**config.mk**
```make
export PLATFORM = sky130hd
export DESIGN_NAME = reset_sequencer_flat
export DESIGN_NICKNAME = d
export VERILOG_FILES = /design/src/rtl/reset_sequencer_if.sv /design/src/rtl/reset_sequencer.sv /design/src/flat_wrapper.sv
export SDC_FILE = /design/constraint.sdc
export NUM_CORES = 1
export LEC_CHECK = 0
export ABC_AREA = 1
export ABC_CLOCK_PERIOD_IN_PS = 1400
export CAP_MARGIN = 30
export CORE_MARGIN = 5
export CORE_UTILIZATION = 52
export CTS_BUF_LIST = sky130_fd_sc_hd__clkbuf_8
export DETAILED_ROUTE_END_ITERATION = 12
export HOLD_SLACK_MARGIN = 0.06
export PLACE_DENSITY = 0.77
export SLEW_MARGIN = 10
export SYNTH_ARGS = -nofsm -noshare
export SYNTH_HDL_FRONTEND = slang
export SYNTH_SLANG_ARGS = --single-unit
```
**constraint.sdc**
```tcl
create_clock -name clk -period 1.4 [get_ports clk]
set_input_delay 0.21 -clock clk [delete_from_list [all_inputs] [get_ports clk]]
set_output_delay 0.21 -clock clk [all_outputs]
set_load 0.02 [all_outputs]
```
**src/rtl/reset_sequencer_if.sv**
```systemverilog
// Reset sequencer signal bundle: request in, staged resets / ready / request count out.
interface reset_sequencer_if #(
    parameter int unsigned STAGES = 3
);
    logic              reset_req;
    logic [STAGES-1:0] rst_stage_n;
    logic              ready;
    logic [7:0]        reset_count;

    // Upstream reset controller side
    modport master (
        output reset_req,
        input  rst_stage_n,
        input  ready,
        input  reset_count
    );

    // Sequencer side
    modport slave (
        input  reset_req,
        output rst_stage_n,
        output ready,
        output reset_count
    );
endinterface

```
**src/rtl/reset_sequencer.sv**
```systemverilog
// Staged reset release sequencer: holds all stages in reset while requested,
// waits HOLD_CYCLES, then releases stage 0..STAGES-1 every STAGE_GAP cycles.
// Optional macro RESET_SEQUENCER_COUNT_EN enables the saturating reset_count.
module reset_sequencer #(
    parameter int unsigned STAGES      = 3,
    parameter int unsigned HOLD_CYCLES = 4,
    parameter int unsigned STAGE_GAP   = 2
) (
    input  logic                clk,
    input  logic                rst_n,
    reset_sequencer_if.slave    io_seq
);

    localparam int unsigned CNT_W = 8;
    localparam logic [CNT_W-1:0] HOLD_LAST = CNT_W'(HOLD_CYCLES - 1);
    localparam logic [CNT_W-1:0] GAP_LAST  = CNT_W'(STAGE_GAP - 1);

    localparam logic [1:0] ST_ASSERT  = 2'd0;
    localparam logic [1:0] ST_HOLD    = 2'd1;
    localparam logic [1:0] ST_RELEASE = 2'd2;
    localparam logic [1:0] ST_IDLE    = 2'd3;

    logic [1:0]        r_state;
    logic [CNT_W-1:0]  r_hold;
    logic [CNT_W-1:0]  r_gap;
    logic [STAGES-1:0] r_stage_n;
    logic              r_ready;

    logic [1:0]        w_nxt_state;
    logic [CNT_W-1:0]  w_nxt_hold;
    logic [CNT_W-1:0]  w_nxt_gap;
    logic [STAGES-1:0] w_nxt_stage_n;
    logic              w_nxt_ready;
    logic [STAGES-1:0] w_shift_n;
    logic              w_req;

    assign w_req = io_seq.reset_req;

    // Next release pattern: shift a one in from bit 0 so release order is monotone
    generate
        if (STAGES == 1) begin : g_one
            assign w_shift_n = 1'b1;
        end else begin : g_multi
            assign w_shift_n = {r_stage_n[STAGES-2:0], 1'b1};
        end
    endgenerate

    // State register and registered outputs
    always_ff @(posedge clk or negedge rst_n) begin
        if (!rst_n) begin
            r_state   <= ST_HOLD;
            r_hold    <= '0;
            r_gap     <= '0;
            r_stage_n <= '0;
            r_ready   <= 1'b0;
        end else begin
            r_state   <= w_nxt_state;
            r_hold    <= w_nxt_hold;
            r_gap     <= w_nxt_gap;
            r_stage_n <= w_nxt_stage_n;
            r_ready   <= w_nxt_ready;
        end
    end

    // Next-state and next-output logic; a request always wins and restarts from ASSERT
    always_comb begin
        w_nxt_state   = r_state;
        w_nxt_hold    = r_hold;
        w_nxt_gap     = r_gap;
        w_nxt_stage_n = r_stage_n;
        w_nxt_ready   = r_ready;
        if (w_req) begin
            w_nxt_state   = ST_ASSERT;
            w_nxt_hold    = '0;
            w_nxt_gap     = '0;
            w_nxt_stage_n = '0;
            w_nxt_ready   = 1'b0;
        end else begin
            case (r_state)
                ST_ASSERT: begin
                    w_nxt_state = ST_HOLD;
                    w_nxt_hold  = '0;
                end
                ST_HOLD: begin
                    if (r_hold == HOLD_LAST) begin
                        w_nxt_stage_n = w_shift_n;
                        w_nxt_gap     = '0;
                        if (&w_shift_n) begin
                            w_nxt_ready = 1'b1;
                            w_nxt_state = ST_IDLE;
                        end else begin
                            w_nxt_state = ST_RELEASE;
                        end
                    end else begin
                        w_nxt_hold = r_hold + CNT_W'(1);
                    end
                end
                ST_RELEASE: begin
                    if (r_gap == GAP_LAST) begin
                        w_nxt_stage_n = w_shift_n;
                        w_nxt_gap     = '0;
                        if (&w_shift_n) begin
                            w_nxt_ready = 1'b1;
                            w_nxt_state = ST_IDLE;
                        end
                    end else begin
                        w_nxt_gap = r_gap + CNT_W'(1);
                    end
                end
                default: begin
                    w_nxt_state = ST_IDLE;
                end
            endcase
        end
    end

    assign io_seq.rst_stage_n = r_stage_n;
    assign io_seq.ready       = r_ready;

`ifdef RESET_SEQUENCER_COUNT_EN
    logic             r_req_d;
    logic [CNT_W-1:0] r_count;

    // Count rising edges of the request sample, saturating at all-ones
    always_ff @(posedge clk or negedge rst_n) begin
        if (!rst_n) begin
            r_req_d <= 1'b0;
            r_count <= '0;
        end else begin
            r_req_d <= w_req;
            if (w_req && !r_req_d && (r_count != {CNT_W{1'b1}})) begin
                r_count <= r_count + CNT_W'(1);
            end
        end
    end

    assign io_seq.reset_count = r_count;
`else
    assign io_seq.reset_count = 8'h00;
`endif

endmodule
```
**src/flat_wrapper.sv**
```systemverilog
// flat-port wrapper written by rule: the top's interface ports become plain ports
module reset_sequencer_flat 
#(
    parameter int unsigned STAGES      = 3,
    parameter int unsigned HOLD_CYCLES = 4,
    parameter int unsigned STAGE_GAP   = 2
)
  (clk, rst_n, io_seq_reset_req, io_seq_rst_stage_n, io_seq_ready, io_seq_reset_count);
  reset_sequencer_if #(.STAGES(STAGES)) io_seq_i ();
  input  logic clk;
  input  logic rst_n;
  input wire logic [$bits(io_seq_i.reset_req)-1:0] io_seq_reset_req;
  output wire logic [$bits(io_seq_i.rst_stage_n)-1:0] io_seq_rst_stage_n;
  output wire logic [$bits(io_seq_i.ready)-1:0] io_seq_ready;
  output wire logic [$bits(io_seq_i.reset_count)-1:0] io_seq_reset_count;
  assign io_seq_i.reset_req = io_seq_reset_req;
  assign io_seq_rst_stage_n = io_seq_i.rst_stage_n;
  assign io_seq_ready = io_seq_i.ready;
  assign io_seq_reset_count = io_seq_i.reset_count;
  reset_sequencer #(.STAGES(STAGES), .HOLD_CYCLES(HOLD_CYCLES), .STAGE_GAP(STAGE_GAP)) u_core (.clk(clk), .rst_n(rst_n), .io_seq(io_seq_i));
endmodule
```
Word-level counts from Yosys, hierarchy flattened
Cells that the tools add are included.
{ "word_totals": {"word_cells": 45, "regBits": 22, "in_bits": 3, "out_inout_bits": 12} }
{ "classes": {"addsub": 2, "n_mux": 22, "reduce_logical": 8, "n_eq_ne": 8} }
{ "op_table": {"columns": ["op", "n"], "rows": [
  ["$mux 8", 5],
  ["$pmux 8 s2", 2],
  ["$add 8x1->8 const B", 2],
  ["$mux 3", 3],
  ["$ne 3x2->1 const B", 3],
  ["$eq 8x1->1 const B", 1],
  ["$eq 8x2->1 const B", 1],
  ["$mux 2", 4],
  ["$pmux 2 s3", 1],
  ["$pmux 3 s2", 1],
  ["$reduce_and 2->1", 3],
  ["$reduce_and 3->1", 2],
  ["$reduce_bool 3->1", 2],
  ["$mux 1", 5],
  ["$ne 3x3->1 const B", 1],
  ["$eq 2x1->1 const B", 1],
  ["$eq 2x2->1 const B", 1],
  ["$logic_not 2->1", 1],
  ["$pmux 1 s2", 1]
]} }

Logic depth before layout (Yosys ltp)
{ "logic_depth": {"depth_word": 5, "ltp_mapped": 9, "mapped_depth_nobuf": 9} }

Worst setup path before layout
OpenSTA, ideal clock, no wires.
{ "synth_path": {"path_type": "register -> register", "from": "reg u_core.r_state[0]", "to": "reg u_core.r_hold[7]", "required_time_ns": 1.282, "slack_ns": 0.072, "n_path_buf": 0, "setup_ns": 0.118, "synth_period_minus_slack_ns": 1.328, "arrival_ns": 1.210, "path_stages_with_launch": 10, "cell_sequence": "dfstp_2 > inv_2 > nor2_4 > inv_4 > nor2_8 > nand2_4 > nand2_4 > inv_4 > nand2_1 > nand2_1"} }
{ "synth_via": {"elab_chain_len": 3, "word_cells_on_any_way": 7, "cone_classes": "2 x eq/ne; 2 x mux; 3 x reduce/logical"} }
{ "synth_rtl": {"columns": ["element", "line", "text"], "rows": [
  ["from (decl)", "reset_sequencer.sv:23", "logic [1:0] r_state;"],
  ["from (signal assigned)", "reset_sequencer.sv:57", "r_state <= w_nxt_state;"],
  ["$eq 2x1->1 / $logic_not 2->1 (equally long branches)", "reset_sequencer.sv:79", "case (r_state)"],
  ["$pmux 8 s2, or another cell as far along", "reset_sequencer.sv:79", null],
  ["$mux 8 / $reduce_and 2->1 (equally long branches)", null, null],
  ["to (signal assigned)", "reset_sequencer.sv:58", "r_hold <= w_nxt_hold;"],
  ["to (decl)", "reset_sequencer.sv:24", "logic [CNT_W-1:0] r_hold;"]
]} }
Several ways; a longest one is shown, not always the timed one.
A chain may end at the register's enable or synchronous reset.

Worst setup path after layout
Same ends and word-level chain as after synthesis.

==> results.json <==
{
  "cts_hold_buf": 0,
  "maxCapViolCount": 0,
  "first_global_vias": 1224,
  "fmaxAchievable_mhz": 728,
  "netlist_instances": 185,
  "synth-seq-cells": 22,
  "syn_area_um2": 1390,
  "port-buffer-count": 6,
  "finalSetupTns_ns": 0,
  "hold_path_class": "input pin to asynchronous set/reset pin",
  "ir_drop_v": 0.00114,
  "r2r_start": "u_core.r_state[0]$_DFFE_PN1P_",
  "core_um2": 2520,
  "dr_total_vias": 1322,
  "cts_buffer_depth": 2,
  "grt_overflow_total": 0,
  "start_util_pct": 55.2,
  "cts_sinks": 22,
  "cts_tree": "yes",
  "hold_viol": 0,
  "fin_crit_sh_pct": 98.1,
  "die_h_um": 61.8,
  "vias_per_cell": 5.49,
  "n_fill_cell": 201,
  "placed_cell_area_um2": 1520,
  "utilization_pct": 66.9,
  "min_period_ns": 1.37,
  "first_pass_iters": 4,
  "area_delta_synth_final_pct": 21.2,
  "setup_viol": 0,
  "ant_nets": 0,
  "rows": 18,
  "critical_path_class": "flip-flop to flip-flop",
  "dieArea_um2": 3810,
  "antenna_found_initial": 0,
  "yosysSeqAreaShare_pct": 39.6,
  "grt_first_pass_wirelength_mm": 5.10,
  "r2r_cells": 9,
  "power_density_nw_per_um2": 1260,
  "io_pins": 15,
  "critPathRequiredTime_ns": 1.55,
  "cp_slowest_cell": "dfstp_2",
  "synthDistinctLibCells": 23,
  "worstPathMaxFanout": 7,
  "syn_avg_cell_area_um2": 7.53,
  "hpwl_mm": 2.18,
  "root_buffer": "clkbuf_8",
  "status": "completed",
  "layout-drive-gt1-share_pct": 24.6,
  "die_w_um": 61.8,
  "finalNetCount": 218,
  "final_common_cell": "nand2_1",
  "fin_area_um2": 1690,
  "final_cell_mix": "nand2_1 (42), inv_1 (22), dfrtp_1 (19)",
  "wirelength_mm": 3.34,
  "clock_latency_ns": 0.26,
  "rsz0062_at_grt": "yes",
  "gp_congestion": 0.820,
  "worst_setup_path_end_kind": "flip-flop",
  "r2r-end": "u_core.r_hold[7]$_DFFE_PN0P_",
  "cts_made_buffers": 3,
  "grt_start_max_net_pins": 23,
  "ys_warn_count": 0,
  "cp.arrival_ns": 1.53,
  "skew_ns": 0.00585,
  "p_leak_uw": 0.000850,
  "clk_pin_slew_ns": 0.08,
  "critPathLaunchType": "flip-flop",
  "drt_iter0_markers": 46,
  "n_antenna_cell": 0,
  "slowest_delay_ns": 0.55,
  "reg2reg_slack_ns": 0.03,
  "route.detailed.drc": 0,
  "path_cells": "inv_2 > nor2_4 > inv_4 > nor2_8 > nand2_4 > nand2_4 > inv_4 > nand2_2 > nand2_1",
  "grt_usage_pct": 18.0,
  "slew_viol_final": 0,
  "wl_per_cell_um": 13.9,
  "htreeDepth": 1
}
## how the worst max path moves through the flow
stage / from / to
after floorplan: u_core.r_state[0]$_DFFE_PN1P_ / u_core.r_hold[7]$_DFFE_PN0P_
after global placement: io_seq_reset_req / u_core.r_hold[4]$_DFFE_PN0P_
after detailed placement: io_seq_reset_req / u_core.io_seq.ready$_DFFE_PN0P_
after CTS: u_core.r_state[0]$_DFFE_PN1P_ / u_core.r_hold[7]$_DFFE_PN0P_
after global routing: u_core.r_hold[0]$_DFFE_PN0P_ / u_core.io_seq.ready$_DFFE_PN0P_
final: u_core.r_state[0]$_DFFE_PN1P_ / u_core.r_hold[7]$_DFFE_PN0P_
## layout make-up
class / instances / area, µm² / area share (%)
timing repair buffer: 24 / 203 / 12.0
tap: 30 / 37.5 / 2.22
multi-input combinational: 134 / 742 / 44.0
inverter: 27 / 106 / 6.30
sequential: 22 / 554 / 32.8
clock inverter: 1 / 3.75 / 0.222
clock buffer: 3 / 41.3 / 2.45
## through the flow
step                      hold WS (ns)  total power (µW)  instances  setup slack [ns]
after floorplan                -0.0856              1320        192            0.0719
after detailed placement         0.465              1570        229           -0.0179
after CTS                        0.307              1990        235            0.0184
final                            0.294              2140        241            0.0268
after global placement           0.472              1550        229            0.0135
after global routing             0.331              2250        241           -0.0292
## repair_timing
item                                    CTS  global route
buffers inserted                          2             5
resized for setup                         5            19
pin swaps                                 1             9
endpoints found under the setup margin    6            19
gates cloned                              0             1
## power by group
part | internal, µW | total (µW) | switching (µW)
logic | 367 | 901 | 534
clock network | 196 | 403 | 207
registers | 736 | 832 | 95.8
## critical path, delay by kind of cell (launching register included)
family / cells / cell delay, ns
buffers and inverters: 3 / 0.18
flip-flops: 1 / 0.55
AND/OR/NAND/NOR: 6 / 0.54
## cells by family (layout without fill, tap and decap cells)
| logic type | count (synthesis) | in the layout | share of synthesized area (%) |
|---|---|---|---|
| other | 1 | 8 | 0.269 |
| AND/OR/NAND/NOR | 101 | 102 | 36.2 |
| XOR/XNOR | 1 | 1 | 0.629 |
| buffers and inverters | 37 | 55 | 13.4 |
| AO/OA/AOI/OAI | 20 | 20 | 7.19 |
| flip-flops | 22 | 22 | 39.6 |
| adder cells (fa/ha/maj) | 3 | 3 | 2.70 |
## cell usage after synthesis
cell type	n	area [µm²]
a21oi_1	3	15.0
buf_2	1	5.00
buf_4	8	60.1
buf_8	1	15.0
conb_1	1	3.75
dfrtp_1	21	526
dfstp_2	1	26.3
ha_1	3	37.5
inv_1	23	86.3
inv_2	2	7.51
inv_4	2	12.5
nand2_1	48	180
nand2_2	4	25.0
nand2_4	2	22.5
nand3_1	11	55.1
nand3b_1	2	15.0
nand4_1	18	113
nor2_1	12	45.0
nor2_2	1	6.26
nor2_4	2	22.5
nor2_8	1	20.0
o21ai_0	17	85.1
xor2_1	1	8.76
## state kept, by name (all words and copies together) (netlist names)
| signal | cells |
|---|---|
| u_core.io_seq.rst_stage_n | 3 |
| u_core.r_hold | 8 |
| u_core.r_gap | 8 |
| u_core.io_seq.ready | 1 |
| u_core.r_state | 2 |
## per-layer routing
layer | vias to the layer above | global-route usage (%) | wire length [µm]
li1 | 640 | - | -
met1 | 629 | 23.4 | 1510
met2 | 44 | 29.3 | 1590
met3 | 9 | 2.89 | 184
met4 | 0 | 8.48 | 59
met5 | - | 0 | 0
No activity file was read; power rests on OpenSTA's default activity.
